### config.mk
export PLATFORM = sky130hd
export DESIGN_NAME = alu_share_arbiter
export DESIGN_NICKNAME = d
export VERILOG_FILES = /design/src/rtl/alu_share_arbiter.sv
export SDC_FILE = /design/constraint.sdc
export NUM_CORES = 1
export LEC_CHECK = 0
export ABC_AREA = 1
export CAP_MARGIN = 40
export CORE_MARGIN = 1.5
export CORE_UTILIZATION = 30
export CTS_BUF_LIST = sky130_fd_sc_hd__clkbuf_4 sky130_fd_sc_hd__clkbuf_8
export CTS_CLUSTER_DIAMETER = 40
export DETAILED_ROUTE_END_ITERATION = 12
export PLACE_DENSITY_LB_ADDON = 0.1
export SYNTH_ARGS = -nofsm -noshare
export SYNTH_HDL_FRONTEND = slang
export SYNTH_SLANG_ARGS = --single-unit
export TNS_END_PERCENT = 1
### constraint.sdc
create_clock -name clk -period 1.7 [get_ports clk]
set_input_delay 0.51 -clock clk [delete_from_list [all_inputs] [get_ports clk]]
set_output_delay 0.51 -clock clk [all_outputs]
set_load 0.01 [all_outputs]
### src/rtl/alu_share_arbiter.sv
// Round-robin front end that lets two requesters share one external combinational ALU.
// Operations are accepted in IDLE, executed for one cycle, and returned on a one-hot response channel.
module alu_share_arbiter #(
    parameter int WIDTH = 8,
    parameter int SEL_W = 4
) (
    input  logic                 clk,
    input  logic                 rst,
    input  logic [1:0]           req_valid,
    output logic [1:0]           req_ready,
    input  logic [2*WIDTH-1:0]   req_a,
    input  logic [2*WIDTH-1:0]   req_b,
    input  logic [2*SEL_W-1:0]   req_sel,
    output logic [1:0]           rsp_valid,
    input  logic [1:0]           rsp_ready,
    output logic [WIDTH-1:0]     rsp_data,
    output logic                 rsp_carry,
    output logic                 busy,
    output logic [WIDTH-1:0]     alu_a,
    output logic [WIDTH-1:0]     alu_b,
    output logic [SEL_W-1:0]     alu_sel,
    input  logic [WIDTH-1:0]     alu_out,
    input  logic                 alu_carry
);

    typedef enum logic [1:0] {
        IDLE = 2'd0,
        EXEC = 2'd1,
        RESP = 2'd2
    } state_t;

    state_t             state_reg, state_next;
    logic               ptr_reg, ptr_next;
    logic               owner_reg, owner_next;
    logic               pending_reg, pending_next;
    logic [WIDTH-1:0]   alu_a_reg, alu_a_next;
    logic [WIDTH-1:0]   alu_b_reg, alu_b_next;
    logic [SEL_W-1:0]   alu_sel_reg, alu_sel_next;
    logic [WIDTH-1:0]   rsp_data_reg, rsp_data_next;
    logic               rsp_carry_reg, rsp_carry_next;

    logic [1:0]         grant;
    logic               winner;

    logic [WIDTH-1:0]   op_a   [2];
    logic [WIDTH-1:0]   op_b   [2];
    logic [SEL_W-1:0]   op_sel [2];

    // Unpack per-requester operands and build the one-hot response valid from owner.
    generate
        for (genvar gi = 0; gi < 2; gi++) begin : g_req
            assign op_a[gi]      = req_a[gi*WIDTH +: WIDTH];
            assign op_b[gi]      = req_b[gi*WIDTH +: WIDTH];
            assign op_sel[gi]    = req_sel[gi*SEL_W +: SEL_W];
            assign rsp_valid[gi] = pending_reg & (owner_reg == 1'(gi));
        end
    endgenerate

    // Grant only in IDLE; with both requesting, the pointer names the preferred requester.
    always_comb begin
        grant = 2'b00;
        if (!rst && state_reg == IDLE) begin
            case (req_valid)
                2'b01:   grant = 2'b01;
                2'b10:   grant = 2'b10;
                2'b11:   grant = ptr_reg ? 2'b10 : 2'b01;
                default: grant = 2'b00;
            endcase
        end
    end

    assign winner    = grant[1];
    assign req_ready = grant;

    always_comb begin
        state_next     = state_reg;
        ptr_next       = ptr_reg;
        owner_next     = owner_reg;
        pending_next   = pending_reg;
        alu_a_next     = alu_a_reg;
        alu_b_next     = alu_b_reg;
        alu_sel_next   = alu_sel_reg;
        rsp_data_next  = rsp_data_reg;
        rsp_carry_next = rsp_carry_reg;

        case (state_reg)
            IDLE: begin
                if (|grant) begin
                    alu_a_next   = op_a[winner];
                    alu_b_next   = op_b[winner];
                    alu_sel_next = op_sel[winner];
                    owner_next   = winner;
                    ptr_next     = ~winner;
                    state_next   = EXEC;
                end
            end
            EXEC: begin
                // ALU inputs have been stable for a full cycle; sample its result now.
                rsp_data_next  = alu_out;
                rsp_carry_next = alu_carry;
                pending_next   = 1'b1;
                state_next     = RESP;
            end
            RESP: begin
                if (rsp_ready[owner_reg]) begin
                    pending_next = 1'b0;
                    state_next   = IDLE;
                end
            end
            default: begin
                pending_next = 1'b0;
                state_next   = IDLE;
            end
        endcase
    end

    always_ff @(posedge clk) begin
        if (rst) begin
            state_reg     <= IDLE;
            ptr_reg       <= 1'b0;
            owner_reg     <= 1'b0;
            pending_reg   <= 1'b0;
            alu_a_reg     <= '0;
            alu_b_reg     <= '0;
            alu_sel_reg   <= '0;
            rsp_data_reg  <= '0;
            rsp_carry_reg <= 1'b0;
        end else begin
            state_reg     <= state_next;
            ptr_reg       <= ptr_next;
            owner_reg     <= owner_next;
            pending_reg   <= pending_next;
            alu_a_reg     <= alu_a_next;
            alu_b_reg     <= alu_b_next;
            alu_sel_reg   <= alu_sel_next;
            rsp_data_reg  <= rsp_data_next;
            rsp_carry_reg <= rsp_carry_next;
        end
    end

    assign busy      = (state_reg != IDLE);
    assign alu_a     = alu_a_reg;
    assign alu_b     = alu_b_reg;
    assign alu_sel   = alu_sel_reg;
    assign rsp_data  = rsp_data_reg;
    assign rsp_carry = rsp_carry_reg;

endmodule

==> results.cfg, run 1 <==
[outcome]
outcome = finished clean

[critical_path]
crit_path_start_kind = flop
worstPathRequired_ps = 1190
path_class = flop to primary output
crit_arrival_ps = 1160
cp_max_fo = 4
end_kind = primary output

[die]
dieArea_sq_mm = 0.00591
start_util_pct = 31.6
core_area_sq_mm = 0.00517
die_w_microns = 76.9
chipHeight_microns = 76.9
rows = 26
io_pins = 89

[route]
drt-vias-per-instance = 4.19
via_count = 1773
drtIter0Drc = 62
drc_errors = 0
dr.pass1.iters = 4
wl_per_cell_microns = 10.9
drt-total-wl_microns = 4590
ant_nets = 0

[place]
hpwl_microns = 3310
portBuffers = 88
dp_cells = 413
dpl_cell_area_sq_mm = 0.00270
gp_congestion = 0.775

[power]
swShare_pct = 27.1
power.share.sequential_pct = 39.9
p_switching_uw = 616
power.density_mw_per_mm2 = 793
vdd_ir_drop_max_mv = 0.367
power.internal_uw = 1660
pwr-share-clk_pct = 32.0
leakage_uw = 0.00157
pwr-share-comb_pct = 28.2

[cells_and_area]
final_area_sq_mm = 0.00287
final_cell_count_no_fill = 423
layout-drive-gt1-share_pct = 13.9
synthToLayoutAreaGrowth_pct = 75.4
fin_util_pct = 55.5
final_nets = 407
antenna_cells = 0

[timing]
finalCriticalPeriod_ps = 1670
worst_pin_slew_ps = 275
finalSetupViolations = 0
relSlewSlack_pct = 81.7
period_share_pct = 98.1
fmax_ghz = 0.600
finClkSkew_ps = 7.92
rsz0062_at_grt = yes
finalMaxSlewViolations = 0
hold_violations = 0

[clock_tree]
cts_tree = done
ctsHtreeMaxLevel = 2
clk_pin_slew_worst_paths_ps = 70
clk_path_buf_depth = 2
clock-sinks = 34
cts_buffers = 5
clock_latency_ps = 280
root_buffer = clkbuf_8

[yosys]
synthesis.area_sq_mm = 0.00164
ys_top_cells_by_count = inv_1, nand2_1, nand3_1
syn_avg_cell_area_sq_um = 6.63
yosys.area.top_type = dfxtp_1
synthTopCellsByArea = dfxtp_1, nand3_1, inv_1
netlist.area_leader.share_pct = 41.6
syn_inst = 247
ys_ff_latch = 34
yosysMostFrequentCell = inv_1
synth_cell_types = 21
synth_edf_count = 0
seq_area_frac_synth_pct = 41.6
yosys_warnings = 0
synthesis.nets = 302
async_flop_share_pct = 0
ys.flop_type = dfxtp_1

[global_route]
overflow = 0
grt_pass1_vias = 1666
grt_max_degree = 24
grt_antenna_before_repair = 0
grt_util_all_layers_pct = 16.5
grt_pass1_wl_microns = 7770

[job]
maxCapViolCount = 0

[hold_path]
min_path_type = flop to flop
## repair_timing
action / CTS / global route
endpoints found under the setup margin: 5 / 20
pin swaps: 1 / 2
hold buffers: 0 / 0
setup buffers: 0 / 2
cloned: 0 / 0
resized for setup: 20 / 25
## placed cells by master, fill, tap and decap left out
cell / instances
buf_4: 21
inv_1: 42
clkbuf_2: 2
a21oi_2: 2
clkbuf_8: 5
nand2_2: 1
a21oi_1: 20
nor2_1: 38
dfxtp_1: 31
clkinv_2: 2
clkdlybuf4s50_1: 63
o211ai_2: 1
nand3_1: 40
nand2_1: 40
inv_4: 1
and2_4: 1
dlymetal6s2s_1: 17
clkdlybuf4s15_2: 1
a21oi_4: 1
dfxtp_2: 3
bufinv_16: 1
clkinv_1: 1
o21ai_0: 9
clkdlybuf4s15_1: 1
nor2_4: 1
inv_2: 2
buf_12: 1
buf_6: 2
dlygate4sd2_1: 2
nand2_4: 1
## cells by family after synthesis
group / Yosys count / share of synthesized area (%)
flops: 34 / 41.6
simple gates: 122 / 32.3
buf+inv: 58 / 14.9
compound gates: 33 / 11.2
## final timing paths
check,from,cells after the start,end,slack [ps]
hold / removal,pending_reg,2,pending_reg,470
setup / recovery,state_reg[1],5,req_ready[0],30
hold reg to reg,pending_reg,2,pending_reg,470
setup reg to reg,state_reg[1],10,alu_b[0],340
## power by group through the flow
stage | combinational [uW] | clock (uW) | sequential, uW
floorplan | 249 | 0 | 958
global placement | 648 | 0 | 926
detailed placement | 649 | 0 | 927
CTS | 648 | 756 | 909
global route | 712 | 800 | 917
finish | 641 | 727 | 908
## worst max-delay path, stage by stage, from the launching register on
cell and delay, ps:
dfxtp_2 340, nor2_4 130, nand2_2 90, inv_4 80
and2_4 150, buf_6 90
## final cells by class
| type | count | area (sq um) |
|---|---|---|
| Fill cell | 512 | 2300 |
| Timing Repair Buffer | 110 | 1090 |
| Multi-Input combinational cell | 155 | 722 |
| Sequential cell | 34 | 684 |
| Inverter | 46 | 175 |
| Tap cell | 70 | 87.6 |
| Clock buffer | 5 | 68.8 |
| Clock inverter | 3 | 40.0 |
## per-stage QoR
step / hold WS [ps] / total power [uW] / TNS (ps) / worst slack, ps
2_1_floorplan: 442 / 1210 / 0 / 158
3_3_place_gp: 454 / 1570 / -5650 / -743
3_5_place_dp: 458 / 1580 / -6080 / -759
4_1_cts: 470 / 2310 / -88.8 / -60.1
5_1_grt: 509 / 2430 / -25.6 / -25.6
6_report: 467 / 2280 / 0 / 32.4
## per-layer routing
layer / share of wire [%] / routed length, microns / global-route usage [%]
met5: 0 / 0 / 0
met1: 46 / 2100 / 19.9
met3: 5.7 / 264 / 5.36
met4: 1.2 / 57 / 6.11
met2: 47 / 2170 / 27.4
No activity file was read; power rests on OpenSTA's default activity.
==> run 2, diff against run 1 <==
--- a/config.mk
+++ b/config.mk
@@ -13,6 +13,7 @@
 export CTS_CLUSTER_DIAMETER = 40
 export DETAILED_ROUTE_END_ITERATION = 12
 export PLACE_DENSITY_LB_ADDON = 0.1
+export SLEW_MARGIN = 10
 export SYNTH_ARGS = -nofsm -noshare
 export SYNTH_HDL_FRONTEND = slang
 export SYNTH_SLANG_ARGS = --single-unit
==> constraint.sdc (replaced) <==
create_clock -name clk -period 1.86 [get_ports clk]
set_input_delay 0.558 -clock clk [delete_from_list [all_inputs] [get_ports clk]]
set_output_delay 0.558 -clock clk [all_outputs]
set_load 0.01 [all_outputs]
==> results.cfg, run 2 (same netlist as run 1, synthesis figures left out) <==
[die]
dieArea_sq_mm = 0.00591
die_w_microns = 76.9
rows = 26
start_util_pct = 31.6
chipHeight_microns = 76.9
io_pins = 89
core_area_sq_mm = 0.00517

[timing]
worst_pin_slew_ps = 265
fin_tns_setup_ps = 0
finalCriticalPeriod_ps = 1810
period_share_pct = 97.3
finClkSkew_ps = 2.73
hold_violations = 0
fmax_ghz = 0.553
relSlewSlack_pct = 82.3
finalSetupViolations = 0
finalMaxSlewViolations = 0
layout_setup_ws_ps = 50.6

[place]
hpwl_microns = 3240
dp_cells = 412
dp_slack_ps = -693
gp_congestion = 0.776
portBuffers = 88

[route]
drtIter0Drc = 48
dr.pass1.iters = 5
wl_per_cell_microns = 10.6
drt-vias-per-instance = 4.24
drt-total-wl_microns = 4460
ant_nets = 0
via_count = 1779
drc_errors = 0

[critical_path]
end_kind = primary output
slowest_stage = clkdlybuf4s15_2
worst-r2r-cell-count = 8
worst-path-stages = 5
path_class = input port to primary output
worst-path-buf-inv = 3
crit_arrival_ps = 1250
path_cells = clkdlybuf4s15_2, inv_1, a21oi_2, and2_4, buf_6
crit_path_start_kind = input port
cpLargestDelayFamily = buffers and inverters
r2r-start = state_reg[0]
worstSetupStartpoint = req_valid[0]
slowest_delay_ps = 230
r2r-end = alu_a[1]
worstPathRequired_ps = 1300
r2r_slack_ps = 560
cp_max_fo = 3
crit_end = req_ready[0]

[global_route]
grt_max_degree = 24
grt_pass1_wl_microns = 7680
overflow = 0
grt_pass1_vias = 1688
grt_antenna_before_repair = 0
grt_util_all_layers_pct = 16.5

[cells_and_area]
antenna_cells = 0
nFillCells = 515
ff_latch_area_sq_um = 683
multiInputGateArea_sq_um = 722
final_cell_mix = clkdlybuf4s50_1, inv_1, nand2_1, nand3_1, nor2_1
final_cell_count_no_fill = 420
layout-drive-gt1-share_pct = 12.3
synthToLayoutAreaGrowth_pct = 71.7
final_common_cell = clkdlybuf4s50_1
final_nets = 404

[job]
maxCapViolCount = 0

[power]
pwr-share-comb_pct = 27.9
swShare_pct = 27.1
power.share.sequential_pct = 39.9
power.density_mw_per_mm2 = 741
pwr-share-clk_pct = 32.1
p_switching_uw = 564
leakage_uw = 0.00130
power.internal_uw = 1520
vdd_ir_drop_max_mv = 0.306

[hold_path]
min_path_type = flop to flop
whs_path_depth = 2
hold_path.startpoint = pending_reg

[outcome]
outcome = finished clean

[clock_tree]
cts_tree = done
clk_path_buf_depth = 2
cts_buffers = 5
root_buffer = clkbuf_8
ctsHtreeMaxLevel = 2
clock-sinks = 34
post-cts-setup-buffer-count = 0
clock_latency_ps = 290
clk_pin_slew_worst_paths_ps = 70
run 2: worst min path at each step:
stage	to	slack, ps
6_report	pending_reg	470
2_1_floorplan	pending_reg	440
5_1_grt	rsp_data[2]	510
3_3_place_gp	pending_reg	450
4_1_cts	pending_reg	470
3_5_place_dp	pending_reg	460
run 2: final cells by class:
class | count | area share (%)
clock inverters | 3 | 1.42
inverters | 46 | 6.23
well taps | 70 | 3.12
flip-flops and latches | 34 | 24.3
multi-input cells | 155 | 25.7
clock buffers | 5 | 2.45
repair buffers | 107 | 36.8
run 2: what timing repair did:
action / CTS / global route
endpoints found under the hold margin: 0 / 0
gates resized for setup: 19 / 4
endpoints found under the setup margin: 5 / 2
cloned: 0 / 0
hold buffers: 0 / 0
run 2: worst min-delay path, cell delays in order, from the launching register on:
cell and delay [ps]:
dfxtp_1 310, inv_1 60, a21oi_1 60
run 2: power by group through the flow:
| stage | registers (uW) | clock network, uW | logic (uW) |
|---|---|---|---|
| 6_report | 832 | 669 | 582 |
| 5_1_grt | 842 | 733 | 649 |
| 4_1_cts | 833 | 693 | 586 |
| 3_5_place_dp | 849 | 0 | 590 |
| 3_3_place_gp | 846 | 0 | 589 |
| 2_1_floorplan | 876 | 0 | 228 |
run 2: layer usage:
metal | track usage (%) | vias up | part of all wire, %
met1 | 19.7 | 754 | 46
li1 | - | 968 | -
met5 | 0 | - | 0
met4 | 6.85 | 0 | 1.6
met2 | 27.3 | 51 | 46
met3 | 5.00 | 6 | 6.3
run 2: per-stage QoR:
step / total power [uW] / instance area [sq um] / utilization, % / hold slack [ps]
CTS: 2110 / 2800 / 54.1 / 469
floorplan: 1100 / 1640 / - / 442
detailed placement: 1440 / 2690 / 52.0 / 459
finish: 2080 / 2810 / 54.3 / 469
global placement: 1440 / 2690 / 52.0 / 454
global route: 2220 / 2810 / 54.3 / 512
==> run 3, diff against run 2 <==
--- a/config.mk
+++ b/config.mk
@@ -8,11 +8,12 @@
 export ABC_AREA = 1
 export CAP_MARGIN = 40
 export CORE_MARGIN = 1.5
-export CORE_UTILIZATION = 30
+export CORE_UTILIZATION = 28
 export CTS_BUF_LIST = sky130_fd_sc_hd__clkbuf_4 sky130_fd_sc_hd__clkbuf_8
 export CTS_CLUSTER_DIAMETER = 40
 export DETAILED_ROUTE_END_ITERATION = 12
 export PLACE_DENSITY_LB_ADDON = 0.1
+export SKIP_LAST_GASP = 1
 export SLEW_MARGIN = 10
 export SYNTH_ARGS = -nofsm -noshare
 export SYNTH_HDL_FRONTEND = slang
==> results.cfg, run 3 (same netlist as run 1, synthesis figures left out) <==
[hold_path]
whs_path_depth = 2
hold_path.startpoint = pending_reg
hold_end = pending_reg
min_path_type = flop to flop

[global_route]
grt_pass1_vias = 1651
grt_util_all_layers_pct = 15.1
grt_pass1_wl_microns = 7500
grt_antenna_before_repair = 0
grt_max_degree = 24
overflow = 0

[die]
die_w_microns = 79.5
dieArea_sq_mm = 0.00631
io_pins = 89
start_util_pct = 29.4
rows = 27
chipHeight_microns = 79.5
core_area_sq_mm = 0.00557

[place]
hpwl_microns = 3430
gp_congestion = 0.743
portBuffers = 88
dp_cells = 415

[critical_path]
crit_path_start_kind = input port
path_cells = dlygate4sd2_1, inv_2, nand2_2, inv_4, and2_1, buf_2
path_class = input port to primary output
worstPathRequired_ps = 1300
cp_max_fo = 4
crit_arrival_ps = 1300
r2r-start = state_reg[0]
end_kind = primary output
worst-r2r-cell-count = 8
worst-path-buf-inv = 4
cpLargestDelayFamily = buffers and inverters
r2r-end = alu_b[4]
r2r_slack_ps = 500
slowest_delay_ps = 250
slowest_stage = dlygate4sd2_1

[cells_and_area]
synthToLayoutAreaGrowth_pct = 72.9
final_cell_count_no_fill = 425
final_common_cell = clkdlybuf4s50_1
final_nets = 407
nFillCells = 614
layout-drive-gt1-share_pct = 12.7
final_cell_mix = clkdlybuf4s50_1, inv_1, nand2_1, nand3_1, nor2_1
antenna_cells = 0

[route]
via_count = 1802
dr.pass1.iters = 4
drtIter0Drc = 44
drt-vias-per-instance = 4.24
drt-total-wl_microns = 4550
drc_errors = 0
ant_nets = 0
wl_per_cell_microns = 10.7

[power]
power.density_mw_per_mm2 = 728
leakage_uw = 0.00130
total_power_uw = 2060
vdd_ir_drop_max_mv = 0.264

[clock_tree]
cts_tree = done
root_buffer = clkbuf_8
clock-sinks = 34
cts_buffers = 5
clock_latency_ps = 280
clk_pin_slew_worst_paths_ps = 70
cts-hold-fix-buffers = 0
ctsHtreeMaxLevel = 2
clk_path_buf_depth = 2

[timing]
fin_tns_setup_ps = 0
relSlewSlack_pct = 82.7
worst_pin_slew_ps = 259
rsz0062_at_grt = yes
finalCriticalPeriod_ps = 1850
period_share_pct = 99.7
fmax_ghz = 0.539
finClkSkew_ps = 3.63
finalSetupViolations = 0
hold_violations = 0
finalMaxSlewViolations = 0

[outcome]
outcome = finished clean

[job]
maxCapViolCount = 0
[run 3: cell types whose count changed in the layout (fill, tap and decap cells not counted), sizes merged]
cell / previous run / this run
buf: 21 / 24
clkdlybuf4s15: 3 / 2
dlygate4sd2: 2 / 1
clkbuf: 5 / 8
clkdlybuf4s50: 80 / 82
bufinv: 1 / 0
clkinv: 3 / 1
[run 3: worst max-delay path by stage]
stage                 start            to  depth (start not counted)
2_1_floorplan           rst  req_ready[1]                          6
3_3_place_gp   req_valid[0]  req_ready[0]                          5
3_5_place_dp   req_valid[0]  req_ready[0]                          5
4_1_cts           owner_reg  rsp_valid[1]                          3
5_1_grt                 rst  req_ready[0]                          6
6_report                rst  req_ready[0]                          6
[run 3: area by class of cell]
class | count | area (sq um) | area share (%)
well taps | 72 | 90.1 | 3.18
clock buffers | 8 | 110 | 3.89
inverters | 46 | 175 | 6.19
flip-flops and latches | 34 | 682 | 24.1
multi-input cells | 155 | 719 | 25.4
repair buffers | 110 | 1050 | 37.2
[run 3: report_power, final]
part / internal (uW) / total, uW / switching [uW]
sequential: 797 / 832 / 35.6
clock: 374 / 638 / 264
combinational: 334 / 590 / 256
[run 3: metrics by stage]
stage / hold slack, ps / area, sq um / utilization (%) / worst slack, ps
final: 477 / 2830 / 50.8 / 5.82
after global routing: 510 / 2830 / 50.8 / -48.1
after CTS: 482 / 2830 / 50.7 / -34.1
after detailed placement: 471 / 2700 / 48.5 / -723
after global placement: 455 / 2700 / 48.5 / -678
after floorplan: 442 / 1640 / - / 222
[run 3: repair_timing]
item,4_1_cts,5_1_grt
gates resized for setup,16,2
buffers inserted,2,0
pin swaps,1,0
setup endpoints to repair,4,4
[run 3: per-layer routing]
metal | vias up | GRT usage [%] | routed length, microns
met5 | - | 0 | 0
met2 | 51 | 26.1 | 2160
met4 | 0 | 4.74 | 40
li1 | 976 | - | -
met3 | 5 | 4.80 | 345
met1 | 770 | 17.6 | 2000
[run 3: worst register-to-register path: stages (launching register included)]
cell and delay [ps]:
dfxtp_1 330, nor2_4 160, nand2_2 90, buf_4 140, a21oi_2 160, buf_4 190, nand3_1 100, nand2_1 70
inv_1 30
